==> config.mk <==
export PLATFORM = sky130hd
export DESIGN_NAME = ps2_keyboard_rx
export DESIGN_NICKNAME = d
export VERILOG_FILES = /design/src/rtl/ps2_keyboard_rx.sv
export SDC_FILE = /design/constraint.sdc
export NUM_CORES = 1
export LEC_CHECK = 0
export BUFFER_PORTS_ARGS = -buffer_cell sky130_fd_sc_hd__buf_2
export CORE_UTILIZATION = 53
export DETAILED_ROUTE_END_ITERATION = 10
export MAX_ROUTING_LAYER = met4
export PLACE_DENSITY = 0.75
export SYNTH_ARGS = -nofsm -noshare
export SYNTH_HDL_FRONTEND = slang
export SYNTH_SLANG_ARGS = --single-unit
export TNS_END_PERCENT = 50
==> constraint.sdc <==
create_clock -name CLOCK_50 -period 2.1 [get_ports CLOCK_50]
set_clock_uncertainty 0.1 [all_clocks]
set_input_delay 0.315 -clock CLOCK_50 [delete_from_list [all_inputs] [get_ports CLOCK_50]]
set_output_delay 0.315 -clock CLOCK_50 [all_outputs]
set_load 0.03 [all_outputs]
==> src/rtl/ps2_keyboard_rx.sv <==
// ps2_keyboard_rx: PS/2 device-to-host receiver that folds E0/F0 prefixes into single key events
// Ports: CLOCK_50 system clock, reset sync active-high; PS2_CLK/PS2_DAT raw keyboard pins;
//        byte_data/byte_valid last good raw byte; key_code/key_ext/key_release/key_valid folded
//        key event; frame_err bad start/parity/stop/timeout pulse; busy while a frame is open.
module ps2_keyboard_rx #(
    parameter int TIMEOUT_CYC = 50000,
    parameter int FILTER_LEN  = 8
) (
    input  logic       CLOCK_50,
    input  logic       reset,
    input  logic       PS2_CLK,
    input  logic       PS2_DAT,
    output logic [7:0] byte_data,
    output logic       byte_valid,
    output logic [7:0] key_code,
    output logic       key_ext,
    output logic       key_release,
    output logic       key_valid,
    output logic       frame_err,
    output logic       busy
);
    localparam int FW = $clog2(FILTER_LEN + 1);
    localparam int WW = $clog2(TIMEOUT_CYC);
    typedef enum logic [1:0] {IDLE, DATA, PARITY, STOP} state_t;
    state_t        r_state, w_state_nx;
    logic [1:0]    r_clk_sync, r_dat_sync;
    logic          r_flt_clk;
    logic [FW-1:0] r_flt_cnt;
    logic [WW-1:0] r_wdog;
    logic [2:0]    r_bit_cnt;
    logic [7:0]    r_sh, r_byte_data, r_key_code;
    logic          r_par, r_byte_valid, r_key_valid, r_key_ext, r_key_release;
    logic          r_frame_err, r_ext_pend, r_brk_pend;
    logic          w_clk_s, w_dat_s, w_fall, w_timeout, w_good, w_bad;
    assign w_clk_s   = r_clk_sync[1];
    assign w_dat_s   = r_dat_sync[1];
    // fall is the cycle in which the filter accepts a low clock that it has seen FILTER_LEN times
    assign w_fall    = r_flt_clk & ~w_clk_s & (r_flt_cnt == FW'(FILTER_LEN - 1));
    // frame_err is registered, so trip one cycle early to land exactly TIMEOUT_CYC-1 after the fall
    assign w_timeout = (r_state != IDLE) && (r_wdog == WW'(TIMEOUT_CYC - 2));
    always_ff @(posedge CLOCK_50) begin
        if (reset) begin
            r_clk_sync <= 2'b11;
            r_dat_sync <= 2'b11;
            r_flt_clk  <= 1'b1;
            r_flt_cnt  <= '0;
        end else begin
            r_clk_sync <= {r_clk_sync[0], PS2_CLK};
            r_dat_sync <= {r_dat_sync[0], PS2_DAT};
            if (w_clk_s == r_flt_clk) begin
                r_flt_cnt <= '0;
            end else if (r_flt_cnt == FW'(FILTER_LEN - 1)) begin
                r_flt_clk <= w_clk_s;
                r_flt_cnt <= '0;
            end else begin
                r_flt_cnt <= r_flt_cnt + FW'(1);
            end
        end
    end
    always_ff @(posedge CLOCK_50) begin
        if (reset) r_state <= IDLE;
        else       r_state <= w_state_nx;
    end
    always_comb begin
        w_state_nx = r_state;
        w_good     = 1'b0;
        w_bad      = 1'b0;
        if (w_timeout) begin
            w_state_nx = IDLE;
            w_bad      = 1'b1;
        end else if (w_fall) begin
            case (r_state)
                IDLE:    begin
                    w_state_nx = w_dat_s ? IDLE : DATA;
                    w_bad      = w_dat_s;
                end
                DATA:    w_state_nx = (r_bit_cnt == 3'd7) ? PARITY : DATA;
                PARITY:  w_state_nx = STOP;
                STOP:    begin
                    w_state_nx = IDLE;
                    w_good     = w_dat_s & (^{r_sh, r_par});
                    w_bad      = ~(w_dat_s & (^{r_sh, r_par}));
                end
                default: w_state_nx = IDLE;
            endcase
        end
    end
    always_ff @(posedge CLOCK_50) begin
        if (reset) begin
            r_wdog        <= '0;
            r_bit_cnt     <= '0;
            r_sh          <= '0;
            r_par         <= 1'b0;
            r_byte_data   <= '0;
            r_byte_valid  <= 1'b0;
            r_key_code    <= '0;
            r_key_ext     <= 1'b0;
            r_key_release <= 1'b0;
            r_key_valid   <= 1'b0;
            r_frame_err   <= 1'b0;
            r_ext_pend    <= 1'b0;
            r_brk_pend    <= 1'b0;
        end else begin
            r_byte_valid <= w_good;
            r_key_valid  <= 1'b0;
            r_frame_err  <= w_bad;
            // counts cycles since the last fall while a frame is open
            r_wdog <= (w_state_nx == IDLE) ? '0 : w_fall ? WW'(1) : r_wdog + WW'(1);
            if (w_fall && !w_timeout) begin
                if (r_state == IDLE) r_bit_cnt <= '0;
                if (r_state == DATA) begin
                    r_sh      <= {w_dat_s, r_sh[7:1]};
                    r_bit_cnt <= r_bit_cnt + 3'd1;
                end
                if (r_state == PARITY) r_par <= w_dat_s;
            end
            if (w_bad) begin
                r_ext_pend <= 1'b0;
                r_brk_pend <= 1'b0;
            end
            if (w_good) begin
                r_byte_data <= r_sh;
                if (r_sh == 8'hE0) begin
                    r_ext_pend <= 1'b1;
                end else if (r_sh == 8'hF0) begin
                    r_brk_pend <= 1'b1;
                end else begin
                    r_key_code    <= r_sh;
                    r_key_ext     <= r_ext_pend;
                    r_key_release <= r_brk_pend;
                    r_key_valid   <= 1'b1;
                    r_ext_pend    <= 1'b0;
                    r_brk_pend    <= 1'b0;
                end
            end
        end
    end
    assign byte_data   = r_byte_data;
    assign byte_valid  = r_byte_valid;
    assign key_code    = r_key_code;
    assign key_ext     = r_key_ext;
    assign key_release = r_key_release;
    assign key_valid   = r_key_valid;
    assign frame_err   = r_frame_err;
    assign busy        = (r_state != IDLE);
endmodule

## After elaboration in Yosys (flattened, before gate mapping)

Cells that the tools add are included.

- Logic and storage cells: 80
- Bits in registers: 62
- Memories: 0
- Memory bits (writable): 0
- Bits in latches: 0
- Input port bits: 4
- Bits in read-only memories: 0

- Reductions and logical operators: 17
- $lt $le $gt $ge: 0
- Add/subtract/negate cells: 3
- Eq/ne operators: 9
- Muxes and demuxes: 23
- Divide/modulo/power cells: 0
- $mul: 0
- Shift-type cells: 0
- Bitwise gates (word level): 9

Operator list:

| cell | number |
|---|---|
| $add A16 B1 Y16 const B | 1 |
| $eq A16 B16 Y1 const B | 1 |
| $eq A8 B8 Y1 const B | 2 |
| $mux W1 | 16 |
| $reduce_or A3 Y1 | 3 |
| $reduce_xor A9 Y1 | 1 |
| $pmux W2 S4 | 1 |
| $reduce_and A2 Y1 | 4 |
| $mux W2 | 3 |
| $mux W3 | 2 |
| $not A1 Y1 | 6 |
| $add A4 B1 Y4 const B | 1 |
| $eq A2 B2 Y1 const B | 2 |
| $eq A4 B3 Y1 const B | 1 |
| $logic_not A2 Y1 | 2 |
| $reduce_bool A2 Y1 | 2 |
| $add A3 B1 Y3 const B | 1 |
| $and A1 B1 Y1 | 3 |
| $eq A3 B3 Y1 const B | 1 |
| $reduce_and A3 Y1 | 1 |
| $eq A2 B1 Y1 const B | 1 |
| $logic_and A1 B1 Y1 | 2 |
| $pmux W1 S2 | 1 |
| $reduce_or A2 Y1 | 1 |
| 2 further kinds | 2 |

## Depth between registers and ports, before layout

Gate-level depths: netlist of the first run.

- Depth in word-level cells: 10
- Mapped depth: 10
- Gate-level depth less buffers: 8

## Worst setup path before layout of the first run

No wires, ideal clock.

- Kind: reg-to-reg
- Start: reg r_wdog[5]
- End: reg r_key_code[4], in the netlist key_code[4]
- Arrival time: 1,959 ps
- Clock period less this slack: 2,190 ps
- Library setup time: 131 ps
- Cell stages (with the launch flop): 8
- Slack: -90 ps
- Cell sequence: dfxtp_1 > or4b_1 > nor4_4 > nor3_1 > buf_2 > and3_2 > a2bb2oi_1 > o311ai_1

- Cells in the longest elaborated chain, start to end: 4

Ends and longest elaborated chain:

| element | line | source |
|---|---|---|
| start, declared | 29 | `logic [WW-1:0] r_wdog;` |
| start signal, assigned | 108 | `r_wdog <= (w_state_nx == IDLE) ? '0 : w_fall ? WW'(1) : r_wdog + WW'(1);` |
| $eq A16 B16 Y1 | 40 | `assign w_timeout = (r_state != IDLE) && (r_wdog == WW'(TIMEOUT_CYC - 2));` |
| $logic_and A1 B1 Y1 | 40 |  |
| $mux W1 | 68 | `if (w_timeout) begin` |
| $reduce_and A3 Y1 (no source line) | - |  |
| end signal, assigned | 128 | `r_key_code <= r_sh;` |
| end, declared | 31 | `logic [7:0] r_sh, r_byte_data, r_key_code;` |

Every way passes these cells.
A chain may end at the register's enable or synchronous reset.

## Worst setup path after layout of the first run

- Start: reg r_wdog[4]
- End: reg r_wdog[5]

- Cells in the longest elaborated chain, start to end: 5
- Elaborated cells on any way between the ends: 6
- Classes of those cells: add/sub: 1; eq/ne: 1; mux: 1; reduce/logical: 3

Ends and longest elaborated chain:

| element |
|---|
| branches (longest 5 deep; another with $add A16 B1 Y16) |

Parallel ways; which one is timed is not known.

==> results.toml, run 1 <==
[cts]
cts_root_buf = "clkbuf_8"
hold_buffers = 0
clock_path_buffers = 2
clk_latency_ns = 0.34
cts.sink_count = 62
cts_made_buffers = 9
clk_pin_slew_ns = 0.06
htreeDepth = 3
cts_tree = "yes"

[sta]
tightest_slew_ns = 0.613
tns_ns = -0.927
relSlewSlack_pct = 59.1
setup_viol = 28
post-route-min-period_ns = 2.15
rsz0062_at_grt = "true"
worst_hold_slack_ns = 0.0564
worst_slack_ns = -0.0548
min_period_over_period_pct = 103
maxSlewViolCount = 0
finalHoldViolations = 0
fmax_mhz = 464

[detailed_routing]
drt-wirelength-per-cell_um = 14.7
via_per_inst = 5.48
drt_wl_total_mm = 6.65
final_antenna_net_count = 0
drtPass1Iterations = 4
via_count = 2481
drt-initial-drc-count = 137
drc = 0

[yosys]
yosysWarningCount = 0
synth_simple_gate_area_share_pct = 22.9
synth_top_family_by_area = "simple AND/OR/NAND/NOR gates"
ys_seq_elements = 62
synthTopCellsByArea = "dfxtp_1 (42%), mux2i_1 (5.8%), nor2_1 (5.5%), ha_1 (4.7%), nand2_1 (3.7%)"
synth_edf_count = 0
synth_ff_type = "dfxtp_1"
synth_xor_xnor_area_share_pct = 7.93
yosysUniqueCellTypes = 54
synth_fa_ha_area_share_pct = 4.69
synth_area_um2 = 2940
netlist.area_leader.share_pct = 42.3
synthCells = 321
synthArstFlopShare_pct = 0
synthMuxAreaShare_pct = 6.18
synth-compound-area-share_pct = 11.3
avgSynthCellArea_um2 = 9.15
seq_area_frac_synth_pct = 42.3
syn_nets = 336
synth_top_cell_by_area = "dfxtp_1"

[place]
io_buffers = 25
hpwl_mm = 4.45
pre_cts_ws_ns = -0.100
place_area_um2 = 3410
place_congestion = 0.824
place_inst = 435

[run_status]
violations = "setup timing"
status = "finished with violations"

[grt]
grt_pass1_wl_mm = 10.9
grt_pass1_vias = 2393
grt.total_usage_pct = 24.3
grt_max_degree = 26
antenna_found_initial = 0
grt_overflow = 0

[die]
dieArea_um2 = 5840
core-area_um2 = 5200
start_util_pct = 56.4
die_w_um = 76.4
rows = 26
io_pins = 26
dieHeight_um = 76.4

[finish]
stdcell_count = 453
post-route-util_pct = 73.1
final_cell_area_um2 = 3810
final_nets = 393
fill_cells = 377
drive_gt1_share_pct = 35.2
diodes = 0
area_delta_synth_final_pct = 29.7

[critical_path]
end_kind = "flop"
startpoint_type = "flop"
path_max_fanout = 7
crit_arrival_ns = 2.29
required_ns = 2.23
critPathKind = "reg -> reg"

[power_and_ir_drop]
p_per_area_nw_per_um2 = 601
max-vdd-ir-drop_mv = 0.591
finalPower_mw = 2.29
p_leak_nw = 1.54

[min_path]
hold_class = "in -> reg"

[flow_run]
cap_violations = 0
==> critical path, stage by stage (launching register included) <==
cell and delay [ns]:
dfxtp_2 0.32, or4_4 0.54, nor4_4 0.33, buf_4 0.19
buf_4 0.13, or2_4 0.13, a211o_4 0.13, clkbuf_16 0.14
nor2_1 0.04
==> state kept, by name, indices dropped and copies added, names as in the netlist <==
| name | cells |
|---|---|
| r_wdog | 16 |
| byte_data | 8 |
| key_code | 8 |
| r_sh | 8 |
| r_flt_cnt | 4 |
| r_bit_cnt | 3 |
| r_clk_sync | 2 |
| r_dat_sync | 2 |
| r_state | 2 |
| byte_valid | 1 |
| frame_err | 1 |
| key_ext | 1 |
| key_release | 1 |
| key_valid | 1 |
| r_brk_pend | 1 |
| r_ext_pend | 1 |
| r_flt_clk | 1 |
| r_par | 1 |
==> layout make-up <==
class                   instances  area [um2]  area share (%)
multi-input cells             228        1750            45.8
flip-flops and latches         62        1250            33.0
repair buffers                 63         464            12.2
clock buffers                  12         155            4.07
well taps                      70        87.6            2.30
inverters                      14        55.1            1.45
clock inverters                 4        45.0            1.18
==> power by group <==
part	internal, mW	switching [mW]	leakage, nW	total (mW)
Combinational	0.0165	0.0337	0.927	0.0502
Clock	0.607	0.444	0.106	1.05
Sequential	1.18	0.00540	0.505	1.19
==> cells by family (layout without fill, tap and decap cells) <==
group | count (synthesis) | in the layout
compound gates | 45 | 45
xor+xnor | 23 | 23
fa+ha+maj | 11 | 11
buf+inv | 31 | 93
flops | 62 | 62
mux | 18 | 18
simple gates | 131 | 131
==> routing by layer <==
| metal | GRT usage (%) | vias to the layer above | part of all wire, % |
|---|---|---|---|
| met5 | - | - | 0 |
| met4 | 13.8 | 0 | 3.5 |
| met3 | 5.15 | 26 | 3.2 |
| met2 | 40.1 | 47 | 49 |
| met1 | 27.3 | 1173 | 44 |
| li1 | - | 1235 | - |
==> synthesized netlist by cell type (all sizes together), types with 8 or more instances <==
| cell | count |
|---|---|
| and3 | 11 |
| clkbuf | 8 |
| ha | 11 |
| inv | 14 |
| dfxtp | 62 |
| nand2 | 29 |
| buf | 9 |
| xnor2 | 10 |
| a21oi | 9 |
| nand3 | 10 |
| nor2 | 43 |
| mux2i | 17 |
| xor2 | 11 |
==> placed cells by master (no fill, tap or decap), types with 7 or more instances in the layout <==
master and instances:
dfxtp_1 53, nor2_1 42, buf_4 32, nand2_1 27, buf_2 25, mux2i_1 17, inv_1 12, clkbuf_8 11
xor2_1 10, ha_1 10, nand3_1 9, dfxtp_2 8, a21oi_1 7
==> final timing paths <==
path	startpoint	end	slack [ns]	cells after the start
worst min-delay path	PS2_DAT	r_dat_sync[0]	0.06	2
worst min register to register	r_clk_sync[0]	r_clk_sync[1]	0.31	1
worst max register to register	r_wdog[4]	r_wdog[5]	-0.05	8
worst max-delay path	r_wdog[4]	r_wdog[5]	-0.05	8
==> timing repair <==
item                                    CTS  global route
gates resized for setup                  15            28
pin swaps                                 4            13
buffers inserted                          1             0
cloned                                    0             1
endpoints found under the setup margin   10            46
(Power assumes the default switching activity.)
==> inputs of run 2 (changes only) <==
==> config.mk (replaced) <==
export PLATFORM = sky130hd
export DESIGN_NAME = ps2_keyboard_rx
export DESIGN_NICKNAME = d
export VERILOG_FILES = /design/src/rtl/ps2_keyboard_rx.sv
export SDC_FILE = /design/constraint.sdc
export NUM_CORES = 1
export LEC_CHECK = 0
export ABC_AREA = 1
export BUFFER_PORTS_ARGS = -buffer_cell sky130_fd_sc_hd__buf_2
export CORE_ASPECT_RATIO = 2
export CORE_UTILIZATION = 52
export DETAILED_ROUTE_END_ITERATION = 10
export MAX_ROUTING_LAYER = met4
export PLACE_DENSITY = 0.74
export SYNTH_ARGS = -nofsm -noshare
export SYNTH_HDL_FRONTEND = slang
export SYNTH_SLANG_ARGS = --single-unit
export TNS_END_PERCENT = 1
==> run 2 against run 1 <==
Against the previous run:
- the flow now finishes without violations
- critical endpoint is now r_wdog[3]
- cell area is 17% lower
- register-to-register slack gained 0.20 ns
- setup slack better by 0.20 ns
- via count shrank 5.6%
- highest routed layer unchanged
==> results.toml, run 2 <==
[run_status]
status = "completed"

[yosys]
netlist.area_leader.share_pct = 46.2
synthArstFlopShare_pct = 0
synth_top_cell_by_area = "dfxtp_1"
synth.most_common_cell = "dfxtp_1"
synth_ff_type = "dfxtp_1"
syn_nets = 354
synth_area_um2 = 2690
synthTopCellsByArea = "dfxtp_1 (46%), nand2_1 (8.0%), a21oi_1 (5.4%), ha_1 (5.1%), nor2_1 (4.6%)"
yosysUniqueCellTypes = 32
seq_area_frac_synth_pct = 46.2
synth_common_cells = "dfxtp_1 (62), nand2_1 (57), nor2_1 (33), inv_1 (30), a21oi_1 (29)"
ys_seq_elements = 62
synthCells = 339
yosysWarningCount = 0
avgSynthCellArea_um2 = 7.93
synth_edf_count = 0

[finish]
diodes = 0
final_common_cell = "dfxtp_1"
most-common-layout-cells = "dfxtp_1 (61), nand2_1 (55), nor2_1 (32)"
final_nets = 397
multi_input_area_um2 = 1290
register_area_um2 = 1240
largest_reg_flops = 16
area_delta_synth_final_pct = 17.6
post-route-util_pct = 64.4
fill_cells = 446
regMostFlops = "r_wdog"
drive_gt1_share_pct = 22.7
stdcell_count = 444

[sta]
setup_viol = 0
finalHoldViolations = 0
tightest_slew_ns = 0.408
maxSlewViolCount = 0
tns_ns = 0
min_period_over_period_pct = 93.1
post-route-min-period_ns = 1.96
fmax_mhz = 511
relSlewSlack_pct = 72.5
worst_hold_slack_ns = 0.0573

[grt]
antenna_found_initial = 0
grt.total_usage_pct = 24.1
grt_pass1_wl_mm = 9.45
grt_pass1_vias = 2288
grt_max_degree = 22
grt_overflow = 0

[cts]
cts.sink_count = 62
cts_tree = "yes"
clk_pin_slew_ns = 0.07
cts_root_buf = "clkbuf_8"
clk_latency_ns = 0.34
htreeDepth = 3
cts_made_buffers = 9
clock_path_buffers = 2

[die]
dieHeight_um = 104
rows = 36
io_pins = 26
dieArea_um2 = 5480
die_w_um = 52.8
start_util_pct = 54.7
core-area_um2 = 4910

[detailed_routing]
drtPass1Iterations = 4
drc = 0
drt-initial-drc-count = 67
drt-wirelength-per-cell_um = 13.0
drt_wl_total_mm = 5.79
via_per_inst = 5.27
final_antenna_net_count = 0
via_count = 2341

[place]
place_congestion = 0.852
hpwl_mm = 4.17
io_buffers = 25
place_inst = 426

[critical_path]
end_kind = "flop"
cp_num_buf_inv = 3
cp_slowest_stage_delay_ns = 0.34
critPathKind = "reg -> reg"
path_max_fanout = 8
cp_top_family = "simple AND/OR/NAND/NOR gates"
startpoint_type = "flop"
required_ns = 2.28
cp_cell_sequence = "ha_1 -> nand2_1 -> inv_2 -> nand2_2 -> nor2_4 -> inv_4 -> nor2_2 -> nand3_1 -> o21ai_0 -> nand2_1 -> nand2_2 -> nand3_4 -> buf_4 -> nor2_1"
crit_arrival_ns = 2.14
slowest_stage = "dfxtp_2"

[min_path]
hold_class = "in -> reg"

[flow_run]
cap_violations = 0

[power_and_ir_drop]
p_per_area_nw_per_um2 = 688
max-vdd-ir-drop_mv = 0.972
p_leak_nw = 1.31
run 2: changes by cell type in the layout (fill, tap and decap cells not counted), moves of 7 or more:
| cell | delta |
|---|---|
| nand2_1 | +28 |
| a21oi_1 | +22 |
| buf_4 | -19 |
| inv_1 | +17 |
| mux2i_1 | -17 |
| o21ai_0 | +15 |
| nand3_1 | +11 |
| nor2_1 | -10 |
| dfxtp_1 | +8 |
| dfxtp_2 | -7 |
| inv_2 | +7 |
| o21ai_1 | +7 |
run 2: per-layer routing:
metal | global-route usage, % | wire length [um]
met1 | 20.9 | 2090
met2 | 42.7 | 3280
met3 | 7.05 | 199
met4 | 13.9 | 231
met5 | - | 0
run 2: worst paths after layout:
path / from / cells after the start / endpoint / slack [ns]
worst max register to register: r_flt_cnt[0] / 14 / r_wdog[3] / 0.14
worst min-delay path: PS2_CLK / 2 / r_clk_sync[0] / 0.06
worst max-delay path: r_flt_cnt[0] / 14 / r_wdog[3] / 0.14
worst min register to register: r_dat_sync[0] / 1 / r_dat_sync[1] / 0.31
run 2: cell type report:
type / instances / share of cell area, %
multi-input cells: 232 / 40.8
flip-flops and latches: 62 / 39.3
repair buffers: 38 / 7.04
clock buffers: 12 / 4.91
inverters: 39 / 4.71
well taps: 57 / 2.26
clock inverters: 4 / 0.950
run 2: through the flow:
stage	instance area (um2)	setup WS (ns)	power (mW)
after CTS	3120	0.0429	2.19
final	3160	0.145	2.17
after global routing	3160	-0.0170	2.25
after floorplan	2690	0.122	1.23
after global placement	2930	0.0778	1.24
after detailed placement	2930	-0.0214	1.24
run 2: cell families (layout without fill, tap and decap cells):
kind of cell / after synthesis / after routing / synth area share, %
buf+inv: 46 / 93 / 7.08
simple gates: 148 / 149 / 25.9
xor+xnor: 10 / 10 / 3.54
compound gates: 62 / 62 / 12.2
flops: 62 / 62 / 46.2
fa+ha+maj: 11 / 11 / 5.12
run 2: power by group:
group | switching (mW) | internal [mW] | leakage (nW) | total (mW)
Clock | 0.466 | 0.497 | 0.0930 | 0.962
Combinational | 0.0197 | 0.0105 | 0.712 | 0.0302
Sequential | 0.00248 | 1.18 | 0.501 | 1.18
Total | 0.488 | 1.69 | 1.31 | 2.17
run 2: what timing repair did:
item | CTS | global route
hold buffers | 0 | 0
resized for setup | 1 | 8
cloned | 0 | 1
buffers inserted | 0 | 1
hold endpoints to repair | 0 | 0
pin swaps | 0 | 1
endpoints found under the setup margin | 1 | 18
==> inputs of run 3 (changes only) <==
--- a/config.mk
+++ b/config.mk
@@ -5,13 +5,11 @@
 export SDC_FILE = /design/constraint.sdc
 export NUM_CORES = 1
 export LEC_CHECK = 0
-export ABC_AREA = 1
 export BUFFER_PORTS_ARGS = -buffer_cell sky130_fd_sc_hd__buf_2
-export CORE_ASPECT_RATIO = 2
-export CORE_UTILIZATION = 52
+export CORE_UTILIZATION = 53
 export DETAILED_ROUTE_END_ITERATION = 10
 export MAX_ROUTING_LAYER = met4
-export PLACE_DENSITY = 0.74
+export PLACE_DENSITY = 0.75
 export SYNTH_ARGS = -nofsm -noshare
 export SYNTH_HDL_FRONTEND = slang
 export SYNTH_SLANG_ARGS = --single-unit
==> run 3 against run 2 <==
Against the previous run:
- the flow now finishes with violations (setup timing)
- cell area rose by 18%
- first-iteration DRC count rose by 91%
- via count rose by 5.0%
- register-to-register slack got worse by 0.17 ns
- fmax fell by 8.0%
- total power fell by 3.3%
- final cell count rose by 1.8%
- sequential share of layout area fell by 5.7 points
- hold slack improved by 0.0049 ns
- setup slack got worse by 0.17 ns
==> results.toml, run 3 (synthesis results as in run 1) <==
[run_status]
status = "finished with violations"
violations = "setup timing"

[power_and_ir_drop]
p_per_area_nw_per_um2 = 565
p_int_mw = 1.64
seqPwrFrac_pct = 56.4
switching_share_pct = 21.9
combPwrFrac_pct = 2.4
switchingPower_mw = 0.460
max-vdd-ir-drop_mv = 0.422
p_leak_nw = 1.50
finalPower_mw = 2.10
p_clk_share_pct = 41.1

[critical_path]
cp_slowest_stage_delay_ns = 0.54
path_depth = 8
rr_worst_depth = 8
endpoint = "r_sh[4]"
critPathKind = "reg -> reg"
critPathLaunch = "r_wdog[4]"
slowest_stage = "or4_4"
reg2reg_to = "r_sh[4]"
cp_num_buf_inv = 2
reg2reg_from = "r_wdog[4]"
cp_cell_sequence = "or4_4 -> nor4_4 -> buf_4 -> nor2_2 -> and2_4 -> buf_6 -> mux2i_2 -> nor2_1"
cp_top_family = "simple AND/OR/NAND/NOR gates"
rrSetupSlack_ns = -0.03
startpoint_type = "flop"
end_kind = "flop"
crit_arrival_ns = 2.25
required_ns = 2.23
path_max_fanout = 5

[cts]
htreeDepth = 3
cts.sink_count = 62
cts_root_buf = "clkbuf_8"
clk_latency_ns = 0.34
cts_tree = "yes"
cts_made_buffers = 9
clock_path_buffers = 2
clk_pin_slew_ns = 0.07

[grt]
grt_pass1_wl_mm = 10.8
grt_pass1_vias = 2357
grtUsageMet2_pct = 39.6
grt.total_usage_pct = 24.6
grt_overflow = 0
top_usage_layer = "met2"
gr-usage-met3_pct = 6.11
grt_use_met1_pct = 27.8
antenna_found_initial = 0
grt_max_degree = 23

[sta]
worst_slack_ns = -0.0260
worst_hold_slack_ns = 0.0622
rsz0062_at_grt = "true"
finalHoldViolations = 0
tightest_slew_ns = 0.631
relSlewSlack_pct = 57.9
setup_viol = 2
maxSlewViolCount = 0
post-route-min-period_ns = 2.13
fmax_mhz = 470
min_period_over_period_pct = 101

[finish]
drive_gt1_share_pct = 32.2
final_nets = 394
final_cell_area_um2 = 3720
final_common_cell = "dfxtp_1"
regMostFlops = "r_wdog"
area_delta_synth_final_pct = 26.7
largest_reg_flops = 16
stdcell_count = 452
diodes = 0
multi_input_area_um2 = 1720
register_area_um2 = 1250
most-common-layout-cells = "dfxtp_1 (58), nor2_1 (42), buf_4 (34)"
fill_cells = 395

[place]
io_buffers = 25
place_inst = 436
hpwl_mm = 4.52
place_congestion = 0.835
place_area_um2 = 3420

[die]
io_pins = 26
rows = 26
dieArea_um2 = 5840
die_w_um = 76.4
core-area_um2 = 5200
start_util_pct = 56.4
dieHeight_um = 76.4

[detailed_routing]
drt-wirelength-per-cell_um = 14.4
drt_wl_total_mm = 6.49
drt-initial-drc-count = 128
via_per_inst = 5.44
via_count = 2458
final_antenna_net_count = 0
drc = 0
drtPass1Iterations = 5

[flow_run]
cap_violations = 0

[min_path]
hold_class = "in -> reg"
-- run 3: timing repair --
action	4_1_cts	5_1_grt
hold buffers	0	0
buffers inserted	2	0
pin swaps	2	11
setup endpoints to repair	22	47
gates cloned	0	0
gates resized for setup	13	19
-- run 3: area by class of cell --
type | count | area share, %
inverters | 14 | 1.41
well taps | 70 | 2.35
flip-flops and latches | 62 | 33.6
repair buffers | 64 | 12.2
clock inverters | 2 | 0.269
multi-input cells | 228 | 46.3
clock buffers | 12 | 3.90
-- run 3: per-stage QoR --
stage                     setup slack (ns)  TNS (ns)  utilization, %
after floorplan                    -0.0248    -0.234               -
after global placement             -0.0586    -0.111            65.7
after detailed placement            -0.113    -0.646            65.7
after CTS                         -0.00182  -0.00182            70.0
after global routing                -0.143     -3.70            71.5
final                              -0.0260   -0.0278            71.5
-- run 3: power by group through the flow --
stage	registers (mW)	logic (mW)	clock network [mW]
after floorplan	1.22	0.0274	0
after global placement	1.21	0.0485	0
after detailed placement	1.21	0.0498	0
after CTS	1.19	0.0501	0.883
after global routing	1.19	0.0549	0.945
final	1.19	0.0509	0.865
-- run 3: layer usage --
metal | vias to the layer above | share of wire (%)
met5 | - | 0
met4 | 0 | 2.0
met3 | 13 | 3.0
met2 | 42 | 50
met1 | 1167 | 45
li1 | 1236 | -
-- run 3: worst min-delay path by stage --
stage                   from       endpoint  cells past startpoint
5_1_grt              PS2_CLK  r_clk_sync[0]                      2
6_report             PS2_CLK  r_clk_sync[0]                      2
3_3_place_gp   r_dat_sync[0]  r_dat_sync[1]                      1
3_5_place_dp   r_dat_sync[0]  r_dat_sync[1]                      1
2_1_floorplan  r_clk_sync[0]  r_clk_sync[1]                      1
4_1_cts              PS2_CLK  r_clk_sync[0]                      2
-- run 3: worst reg2reg max path: stages (launching register included) --
cell	delay, ns
dfxtp_2	0.32
or4_4	0.54
nor4_4	0.31
buf_4	0.17
nor2_2	0.04
and2_4	0.17
buf_6	0.13
mux2i_2	0.18
nor2_1	0.06
